**config.mk**
```make
export PLATFORM = sky130hd
export DESIGN_NAME = uart_tx_fifo
export DESIGN_NICKNAME = d
export VERILOG_FILES = /design/src/rtl/uart_tx_fifo.sv
export SDC_FILE = /design/constraint.sdc
export NUM_CORES = 1
export LEC_CHECK = 0
export CAP_MARGIN = 20
export CELL_PAD_IN_SITES_DETAIL_PLACEMENT = 1
export CELL_PAD_IN_SITES_GLOBAL_PLACEMENT = 1
export CORE_MARGIN = 4
export CORE_UTILIZATION = 45
export CTS_BUF_LIST = sky130_fd_sc_hd__clkbuf_16
export CTS_CLUSTER_SIZE = 10
export DETAILED_ROUTE_END_ITERATION = 10
export DONT_BUFFER_PORTS = 1
export GPL_ROUTABILITY_DRIVEN = 0
export PLACE_DENSITY = 0.65
export SKIP_LAST_GASP = 1
export SLEW_MARGIN = 20
export SYNTH_ARGS = -nofsm -noshare
export SYNTH_HDL_FRONTEND = slang
export SYNTH_SLANG_ARGS = --single-unit
```
**constraint.sdc**
```tcl
create_clock -name clk -period 6.4 [get_ports clk]
set_clock_uncertainty 0.05 [all_clocks]
set_input_delay 0 -clock clk [delete_from_list [all_inputs] [get_ports clk]]
set_output_delay 0 -clock clk [all_outputs]
set_load 0.03 [all_outputs]
```
**src/rtl/uart_tx_fifo.sv**
```systemverilog
// UART transmitter with a small transmit FIFO. The data width, parity mode and stop-bit
// count are configurable. Frames leave back-to-back on TX while the FIFO holds words.
module uart_tx_fifo #(
    parameter int CLK_DIV    = 2605,
    parameter int DATA_BITS  = 8,
    parameter int PARITY     = 0,
    parameter int STOP_BITS  = 1,
    parameter int FIFO_DEPTH = 4
) (
    input  logic                 clk,
    input  logic                 rst_n,
    input  logic                 trmt,
    input  logic [DATA_BITS-1:0] tx_data,
    output logic                 TX,
    output logic                 tx_busy,
    output logic                 tx_done,
    output logic                 tx_full,
    output logic                 tx_empty,
    output logic                 tx_ovf
);

    localparam int FRAME_LEN = 1 + DATA_BITS + ((PARITY != 0) ? 1 : 0) + STOP_BITS;
    localparam int BAUD_W    = $clog2(CLK_DIV);
    localparam int PTR_W     = $clog2(FIFO_DEPTH);
    localparam int CNT_W     = PTR_W + 1;

    localparam logic [BAUD_W-1:0] BAUD_LAST = BAUD_W'(CLK_DIV - 1);
    localparam logic [3:0]        BIT_LAST  = 4'(FRAME_LEN - 1);
    localparam logic [CNT_W-1:0]  CNT_FULL  = CNT_W'(FIFO_DEPTH);

    typedef enum logic {IDLE = 1'b0, SHIFT = 1'b1} state_t;

    state_t                 state_q, state_d;
    logic [FRAME_LEN-1:0]   shift_q, shift_d;
    logic [BAUD_W-1:0]      baud_q, baud_d;
    logic [3:0]             bit_q, bit_d;
    logic                   done_q, done_d;
    logic                   ovf_q, ovf_d;
    logic [PTR_W-1:0]       wr_ptr_q, wr_ptr_d;
    logic [PTR_W-1:0]       rd_ptr_q, rd_ptr_d;
    logic [CNT_W-1:0]       count_q, count_d;
    logic                   full_q, full_d;
    logic                   empty_q, empty_d;
    logic [DATA_BITS-1:0]   mem [FIFO_DEPTH];
    logic                   push, pop;

    // The whole frame is built at load time, start bit in bit 0. The shifter fills with 1s,
    // so it is all-ones (line idle) once every bit has been shifted out.
    function automatic logic [FRAME_LEN-1:0] build_frame(input logic [DATA_BITS-1:0] d);
        logic [FRAME_LEN-1:0] f;
        f               = '1;
        f[0]            = 1'b0;
        f[DATA_BITS:1]  = d;
        if (PARITY != 0) f[DATA_BITS+1] = (PARITY == 2) ? ~(^d) : ^d;
        return f;
    endfunction

    always_comb begin
        state_d  = state_q;
        shift_d  = shift_q;
        baud_d   = baud_q;
        bit_d    = bit_q;
        done_d   = 1'b0;
        ovf_d    = trmt && full_q;
        push     = trmt && !full_q;
        pop      = 1'b0;

        case (state_q)
            IDLE: begin
                if (!empty_q) begin
                    pop     = 1'b1;
                    shift_d = build_frame(mem[rd_ptr_q]);
                    baud_d  = '0;
                    bit_d   = '0;
                    state_d = SHIFT;
                end
            end
            SHIFT: begin
                if (baud_q == BAUD_LAST) begin
                    baud_d  = '0;
                    shift_d = {1'b1, shift_q[FRAME_LEN-1:1]};
                    bit_d   = bit_q + 4'd1;
                    if (bit_q == BIT_LAST) begin
                        done_d = 1'b1;
                        bit_d  = '0;
                        // Reload on the same edge so the next start bit directly follows the stop bit.
                        if (!empty_q) begin
                            pop     = 1'b1;
                            shift_d = build_frame(mem[rd_ptr_q]);
                        end else begin
                            state_d = IDLE;
                        end
                    end
                end else begin
                    baud_d = baud_q + BAUD_W'(1);
                end
            end
            default: state_d = IDLE;
        endcase

        wr_ptr_d = push ? wr_ptr_q + PTR_W'(1) : wr_ptr_q;
        rd_ptr_d = pop  ? rd_ptr_q + PTR_W'(1) : rd_ptr_q;
        case ({push, pop})
            2'b10:   count_d = count_q + CNT_W'(1);
            2'b01:   count_d = count_q - CNT_W'(1);
            default: count_d = count_q;
        endcase
        full_d  = (count_d == CNT_FULL);
        empty_d = (count_d == '0);
    end

    always_ff @(posedge clk or negedge rst_n) begin
        if (!rst_n) begin
            state_q  <= IDLE;
            shift_q  <= '1;
            baud_q   <= '0;
            bit_q    <= '0;
            done_q   <= 1'b0;
            ovf_q    <= 1'b0;
            wr_ptr_q <= '0;
            rd_ptr_q <= '0;
            count_q  <= '0;
            full_q   <= 1'b0;
            empty_q  <= 1'b1;
        end else begin
            state_q  <= state_d;
            shift_q  <= shift_d;
            baud_q   <= baud_d;
            bit_q    <= bit_d;
            done_q   <= done_d;
            ovf_q    <= ovf_d;
            wr_ptr_q <= wr_ptr_d;
            rd_ptr_q <= rd_ptr_d;
            count_q  <= count_d;
            full_q   <= full_d;
            empty_q  <= empty_d;
        end
    end

    // Storage needs no reset: only words counted in count_q are ever read.
    always_ff @(posedge clk) begin
        if (push) mem[wr_ptr_q] <= tx_data;
    end

    assign TX       = shift_q[0];
    assign tx_busy  = (state_q == SHIFT);
    assign tx_done  = done_q;
    assign tx_full  = full_q;
    assign tx_empty = empty_q;
    assign tx_ovf   = ovf_q;

endmodule

```
Yosys cells after proc, flatten, opt, wreduce, memory -nomap -nowiden --
Memory sizes are Yosys's and may differ from the RTL's. Index checks and enable logic that the tools add are counted. W data, S select, Z words.
Storage, ports and cells: register bits after elaboration 38, bits in latches 0, memory bits (writable) 32, bits in read-only memories 0, bits of input ports 11, output and inout port bits 6, word-level logic and storage cells 56, memories kept 1
Operators by class: add/sub/neg operators 6, $mul 0, div/mod/pow operators 0, order comparisons 0, equality and inequality tests 7, shift operators 0, multiplexer cells 25, bitwise logic cells 1, reductions and logical operators 5
Memories:
- mem | depth 4, bits a word 8, read ports 1, clocked after memory_dff 0, write ports 1, line 44 | logic [DATA_BITS-1:0] mem [FIFO_DEPTH];
Operators with widths (number):
- $mux W12 | 2
- $pmux W12 S2 | 1
- $mux W10 | 2
- $pmux W10 S2 | 1
- $mux W9 | 2
- $add A12 B1 Y12 const B | 1
- $eq A12 B12 Y1 const B | 1
- $mux W4 | 3
- $mux W1 | 10
- $pmux W4 S2 | 1
- $pmux W3 S2 | 1
- $add A2 B1 Y2 const B | 2
- $add A4 B1 Y4 const B | 1
- $eq A4 B4 Y1 const B | 1
- $pmux W1 S2 | 2
- $add A3 B1 Y3 const B | 1
- $eq A3 B3 Y1 const B | 1
- $logic_not A3 Y1 | 1
- $sub A3 B1 Y3 const B | 1
- $eq A2 B1 Y1 const B | 1
- $eq A2 B2 Y1 const B | 1
- $logic_and A1 B1 Y1 | 2
- $ne A2 B1 Y1 const B | 1
- $ne A2 B2 Y1 const B | 1
- other kinds (3) | 3

Depth between registers and ports, before layout --
Gate-level depths: netlist of the first run.
word-level depth 7, depth in mapped cells 10, depth with buffers taken out 10

Worst setup path before layout of the first run --
Ideal clock, no wire load.
path kind register to register, start register bit_q[1], end register full_q (netlist: tx_full), setup time 0.073 ns, data arrival time 2.654 ns, data required time 6.277 ns, setup slack 3.623 ns, stages on the path, launching flop included 10, path buffers 0, clock period less this slack 2.777 ns, path through dfrtp_1 inv_1 ha_1 or4bb_1 o41ai_4 ha_1 fa_1 mux2_2 or2_2 nor2b_1
On the way: cells in the longest elaborated chain, start to end 7, elaborated cells between the ends (all ways) 8, classes of those cells 4 x eq/ne; 4 x mux
Ends and longest elaborated chain:
- from (decl) | line 36 | logic [3:0] bit_q, bit_d;
- from (signal assigned) | line 129 | bit_q <= bit_d;
- $eq A4 B4 Y1 * | line 83 | if (bit_q == BIT_LAST) begin
- $mux W1 * | line 83
- $mux W1 * | line 79 | if (baud_q == BAUD_LAST) begin
- $pmux W1 S2 * | line 68 | case (state_q)
- $eq A2 B1 Y1 or $eq A2 B2 Y1 (tied branches) | line 103 | case ({push, pop})
- $pmux W3 S2 * | line 103
- net count_d[1] | line 41 | logic [CNT_W-1:0] count_q, count_d;
- $eq A3 B3 Y1 * | line 108 | full_d = (count_d == CNT_FULL);
- net full_d | line 42 | logic full_q, full_d;
- to (signal assigned) | line 135 | full_q <= full_d;
- to (decl) | line 42
The timed path passes the listed nets; every way through them passes the cells marked *. A chain may end at the register's enable or synchronous reset.

Worst setup path in the final report of the first run --
start register baud_q[0], end register empty_q (netlist: tx_empty)
On the way: cells in the longest elaborated chain, start to end 6, elaborated cells between the ends (all ways) 7, classes of those cells 3 x eq/ne; 3 x mux; 1 x reduce/logical
Ends and longest elaborated chain:
- from (decl) | line 35 | logic [BAUD_W-1:0] baud_q, baud_d;
- from (signal assigned) | line 128 | baud_q <= baud_d;
- $eq A12 B12 Y1 * | line 79
- $mux W1 * | line 79
- $pmux W1 S2 * | line 68
- $eq A2 B1 Y1 or $eq A2 B2 Y1 (tied branches) | line 103
- $pmux W3 S2 * | line 103
- net count_d[1] | line 41
- $logic_not A3 Y1 * | line 109 | empty_d = (count_d == '0);
- net empty_d | line 43 | logic empty_q, empty_d;
- to (signal assigned) | line 136 | empty_q <= empty_d;
- to (decl) | line 43
Marked as above.

==> impl_metrics.toml, run 1 <==
[run_status]
status = "completed"

[synth]
synthMuxAreaShare_pct = 8.37
syn-cell-area_mm2 = 0.00312
yosysUniqueCellTypes = 48
synth_seq_cells = 69
synthAdderAreaFrac_pct = 4.25
syn_nets = 253
synth_ff_type = "edfxtp_1"
synth_area_per_cell_um2 = 13.5
ys_seq_area_share_pct = 60.8
synth_compound_area_share_pct = 8.41
yosys.area_share.simple_pct = 13.1
synth-xor-area-share_pct = 1.96
synth_top_family_by_area = "simple AND/OR/NAND/NOR gates"
synth-edff-count = 32
yosysWarnings = 0
synth_cells = 232
synthArstFlopShare_pct = 53.6

[critical_path]
slowest_delay_ps = 520
critical_path_class = "reg -> reg"
critPathCaptureType = "register"
cpMaxStageDelayCell = "o41ai_4"
crit_fanout = 6
crit_family = "adder cells"
crit_buf_inv = 1
critPathRequiredTime_ps = 6610
critical_path.cell_chain = "inv_1, ha_1, nand4b_1, o41ai_4, ha_1, fa_1, mux2_2, or2_2, nor2_1"
cp-start-kind = "register"
reg2reg_slack_ps = 3380
cpMostUsedCell = "ha_1"
worstPathArrival_ps = 3220

[clock_tree]
ctsRootBufferMaster = "clkbuf_16"
cts.path.max_buffers = 2
clk_pin_slew_ps = 60
clkLatencyLatePin_ps = 330
cts_buffers = 9
cts_setup_buffers = 0
htree_levels = 3
tritoncts = "built"
cts.sinks = 69

[floorplanning]
ios = 17
die-area_mm2 = 0.00834
fp.dieW_um = 91.3
die-height_um = 91.3
num_rows = 30
design.core.area_mm2 = 0.00676
start_util_pct = 46.2

[timing]
worst_slew_pin_slew_ps = 992
hold_viol_final = 0
layout_setup_ws_ps = 3380
hold_ws_ps = 72.2
fin_crit_ps = 3020
fmax_mhz = 331
rsz0062_at_grt = "false"
period_share_pct = 47.1
slew_headroom_pct = 33.9
finalSetupTns_ps = 0
slew_violations = 0
setup-violations-final = 0

[place]
post-place-ws_ps = 3350
placed_cells = 303
port_buffers = 0
place_hpwl_um = 4270

[grt]
grt-ovfl-total = 0
antenna_found_initial = 0
grtUsageTotal_pct = 16.3
grt_first_pass_wirelength_um = 10400
grt_pass1_vias = 2086
grt_max_degree = 38

[layout]
syn2layout_area_growth_pct = 14.9
drive_gt1_share_pct = 19.2
antenna_cells = 0
nets = 266
final-instance-count-excl-fill = 330

[power]
p_int_mw = 1.00
switching_share_pct = 29.2
p_clk_share_pct = 35.4
powerDensity_mw_per_mm2 = 394
p_comb_share_pct = 17.4
p_sw_uw = 413
p_seq_share_pct = 47.2
irDropWorstVdd_v = 0.000225
leakage_nw = 1.40

[detailed_routing]
routed_wl_um = 6100
drt_iter0_drc = 58
routed-via-count = 1861
vias_per_cell = 5.64
firstDrtPassIters = 4
ant_nets = 0
routedWlPerCell_um = 18.5
drcViolationCount = 0

[min_path]
hold_class = "in -> async"

[flow_run]
cap_viol_max_count = 0
layer usage:
| layer | up-vias | track usage [%] | share of wire [%] |
|---|---|---|---|
| li1 | 880 | - | - |
| met1 | 944 | 20.0 | 43 |
| met2 | 27 | 26.6 | 52 |
| met3 | 10 | 4.56 | 3.4 |
| met4 | 0 | 7.54 | 1.9 |
| met5 | - | 0 | 0 |
worst reg2reg max path: stages, from the launching register on:
cell	delay, ps
dfrtp_1	430
inv_1	80
ha_1	140
nand4b_1	300
o41ai_4	520
ha_1	280
fa_1	420
mux2_2	280
or2_2	320
nor2_1	110
power by group through the flow:
stage / Combinational, mW / Clock, mW / Sequential, mW
6_report: 0.246 / 0.501 / 0.668
4_1_cts: 0.252 / 0.514 / 0.673
5_1_grt: 0.277 / 0.532 / 0.686
3_5_place_dp: 0.237 / 0 / 0.680
2_1_floorplan: 0.201 / 0 / 0.637
3_3_place_gp: 0.219 / 0 / 0.670
cell usage in the layout, fill, tap and decap left out, types with 3 or more instances in the layout:
master,n
clkbuf_16,9
nand2b_1,3
inv_6,3
o21ai_2,7
ha_1,9
a31oi_1,5
nand2_1,29
dlygate4sd3_1,10
and3_1,3
edfxtp_1,32
nand3_1,11
mux4_2,8
mux2i_1,7
dfstp_2,10
and2_1,6
inv_1,10
xor2_1,3
o21ai_0,7
dfrtp_1,27
a21oi_1,5
o211ai_1,4
xnor2_1,4
nor2b_1,3
metrics by stage:
step,power [mW],cell area [um^2],utilization [%]
5_1_grt,1.49,3590,53.1
3_3_place_gp,0.889,3170,46.9
3_5_place_dp,0.917,3170,46.9
2_1_floorplan,0.838,3120,-
4_1_cts,1.44,3590,53.1
6_report,1.41,3590,53.1
cell type report:
type	count	area, um^2
fillers	666	3170
flip-flops and latches	69	1900
multi-input cells	144	1130
clock buffers	9	225
repair buffers	11	120
well taps	80	100
clock inverters	7	80.1
inverters	10	37.5
registers in the layout, summed over array words and instances, names as in the netlist, 2 cells and up:
register / cells
mem: 32
baud_q: 12
shift_q: 9
bit_q: 4
count_q: 3
wr_ptr_q: 2
rd_ptr_q: 2
final timing paths:
| kind | start | to | cells past startpoint |
|---|---|---|---|
| hold / removal | rst_n | baud_q[10]$_DFFE_PN0P_ | 2 |
| min in group clk | trmt | tx_ovf$_DFF_PN0_ | 2 |
| setup reg to reg | baud_q[0]$_DFFE_PN0P_ | tx_empty$_DFF_PN1_ | 9 |
| setup / recovery | baud_q[0]$_DFFE_PN0P_ | tx_empty$_DFF_PN1_ | 9 |
| hold reg to reg | shift_q[8]$_DFFE_PN1P_ | shift_q[8]$_DFFE_PN1P_ | 2 |
| max in group asynchronous | rst_n | tx_empty$_DFF_PN1_ | 2 |
cell usage after synthesis, drive strengths merged (2+ instances only):
cell type   n  area (um^2)
edfxtp     32          961
nand2      30          115
dfrtp      27          676
o21ai      16          106
nand3      11         55.1
dfstp      10          263
inv        10         37.5
ha          9          113
mux4        8          180
buf         7         51.3
mux2i       7         70.1
and2        6         37.5
a21oi       5         25.0
a31oi       5         31.3
o211ai      4         30.0
xnor2       4         35.0
and3        3         18.8
nand2b      3         18.8
nor2b       3         18.8
xor2        3         26.3
clkbuf      2         7.51
nand4b      2         17.5
nor2        2         7.51
or2         2         12.5
or3         2         12.5
or4         2         15.0
cells by family (layout without fill, tap and decap cells):
| group | Yosys count | count (layout) |
|---|---|---|
| AND/OR/NAND/NOR | 75 | 75 |
| flip-flops | 69 | 69 |
| adder cells (fa/ha/maj) | 10 | 10 |
| multiplexers | 16 | 16 |
| AO/OA/AOI/OAI | 36 | 36 |
| XOR/XNOR | 7 | 7 |
| buffers and inverters | 19 | 37 |
what timing repair did:
item / CTS / global route
gates resized for setup: 0 / 0
hold buffers: 11 / 0
endpoints found under the hold margin: 71 / 0
Power figures use the tool's default switching activity.
==> inputs of run 2 (changes only) <==
- clock period: 6.4 -> 2.8 ns (I/O delays scaled with it)
==> run 2 against run 1 <==
Against the previous run: via count is 2.9% higher; first-iteration DRC count is 22% higher; total power is 130% higher; largest cell class unchanged.
==> impl_metrics.toml, run 2 (synthesized netlist as in run 1, its figures left out) <==
[floorplanning]
design.core.area_mm2 = 0.00676
die-area_mm2 = 0.00834
fp.dieW_um = 91.3
die-height_um = 91.3
start_util_pct = 46.2
ios = 17
num_rows = 30

[clock_tree]
tritoncts = "built"
htree_levels = 3
cts.sinks = 69
clk_pin_slew_ps = 60
cts.path.max_buffers = 2
ctsRootBufferMaster = "clkbuf_16"
cts_buffers = 9
clkLatencyLatePin_ps = 330

[timing]
slew_headroom_pct = 51.2
finalSetupTns_ps = 0
fin_crit_ps = 2770
slew_violations = 0
layout_setup_ws_ps = 27.8
worst_slew_pin_slew_ps = 725
period_share_pct = 99.0
hold_ws_ps = 48.5
rsz0062_at_grt = "true"
hold_viol_final = 0
setup-violations-final = 0
fmax_mhz = 361

[critical_path]
worstPathArrival_ps = 2990
crit_fanout = 2
crit_path_start = "bit_q[1]$_DFFE_PN0P_"
critical_path.cell_chain = "inv_1, ha_2, or4bb_4, o41ai_4, ha_2, fa_1, mux2_4, or2_4, nor2b_1"
critPathCaptureType = "register"
crit_buf_inv = 1
slowest_delay_ps = 480
critPathRequiredTime_ps = 3020
cpMaxStageDelayCell = "or4bb_4"
crit_family = "adder cells"
cpMostUsedCell = "ha_2"
r2r_start = "bit_q[1]$_DFFE_PN0P_"
critical_path_class = "reg -> reg"
cp-start-kind = "register"

[layout]
layout_commonest_cell = "edfxtp_1"
nets = 282
fillers = 662
drive_gt1_share_pct = 25.2
largest_reg_flops = 32
syn2layout_area_growth_pct = 18.8
antenna_cells = 0
largestRegisters = "mem (32), baud_q (12), shift_q (9)"
stdcell_area_mm2 = 0.00371
utilization_pct = 54.9
layout_common_cells = "edfxtp_1 (32), nand2_1 (29), dfrtp_1 (27)"
final-instance-count-excl-fill = 346
regMostFlops = "mem"

[detailed_routing]
vias_per_cell = 5.53
drt_iter0_drc = 71
ant_nets = 0
routed-via-count = 1915
routed_wl_um = 6260
firstDrtPassIters = 4
routedWlPerCell_um = 18.1
drcViolationCount = 0

[power]
p_int_mw = 2.24
leakage_nw = 1.48
irDropWorstVdd_v = 0.000482
powerDensity_mw_per_mm2 = 866
p_seq_share_pct = 47.1
p_comb_share_pct = 19.0
switching_share_pct = 30.2
total_power_mw = 3.21
p_clk_share_pct = 33.9
p_sw_uw = 969

[grt]
grt-ovfl-total = 0
grtUsageTotal_pct = 17.0
antenna_found_initial = 0
grt_max_degree = 38
grt_first_pass_wirelength_um = 10800
grt_pass1_vias = 2130

[place]
port_buffers = 0
dpl_cell_area_mm2 = 0.00327
placed_cells = 317
post-place-ws_ps = -20.4
place_hpwl_um = 4430

[min_path]
hold_class = "in -> reg"
min_from = "trmt"

[flow_run]
cap_viol_max_count = 0

[run_status]
status = "completed"
==> run 2: changes by cell type in the layout (fill, tap and decap cells not counted), sizes merged <==
cell and change:
inv +1, bufinv -1, clkinvlp -1, buf +16
clkinv +1
==> run 2: tightest hold or removal path, delay by kind of cell <==
family / cells / cell delay [ps]
xor gates and xnor gates: 1 / 60
buffers and inverters: 1 / 170
and+or+nand+nor: 1 / 160
==> run 2: power by group through the flow <==
| stage | sequential, mW | combinational [mW] | clock [mW] |
|---|---|---|---|
| after CTS | 1.52 | 0.607 | 1.11 |
| after floorplan | 1.46 | 0.460 | 0 |
| final | 1.51 | 0.611 | 1.09 |
| after detailed placement | 1.54 | 0.573 | 0 |
| after global placement | 1.51 | 0.535 | 0 |
| after global routing | 1.55 | 0.694 | 1.16 |
==> run 2: timing repair <==
action	4_1_cts	5_1_grt
pin swaps	1	0
hold endpoints to repair	70	0
gates resized for setup	1	4
setup buffers	1	1
hold buffers	11	0
setup endpoints to repair	2	2
==> run 2: final cells by class <==
type	instances	area (um^2)	share of cell area (%)
tap	80	100	2.70
timing repair buffer	27	240	6.47
sequential	69	1900	51.2
multi-input combinational	144	1140	30.8
clock inverter	7	65.1	1.75
inverter	10	37.5	1.01
clock buffer	9	225	6.07
==> run 2: path summary, 6_finish.rpt <==
kind / end / slack [ps] / depth (start not counted)
min in group asynchronous: baud_q[11]$_DFFE_PN0P_ / 60 / 2
max: tx_full$_DFF_PN0_ / 30 / 9
max in group asynchronous: shift_q[0]$_DFFE_PN1P_ / 2360 / 2
min reg2reg: shift_q[1]$_DFFE_PN1P_ / 420 / 2
min: wr_ptr_q[0]$_DFFE_PN0P_ / 50 / 3
max reg2reg: tx_full$_DFF_PN0_ / 30 / 9
==> run 2: per-layer routing <==
layer	share of wire, %	global-route usage [%]	vias up	wire length, um
met2	52	28.1	27	3240
met3	3.3	4.06	11	205
met4	1.9	7.66	0	116
met1	43	21.3	958	2700
met5	0	0	-	0
li1	-	-	919	-
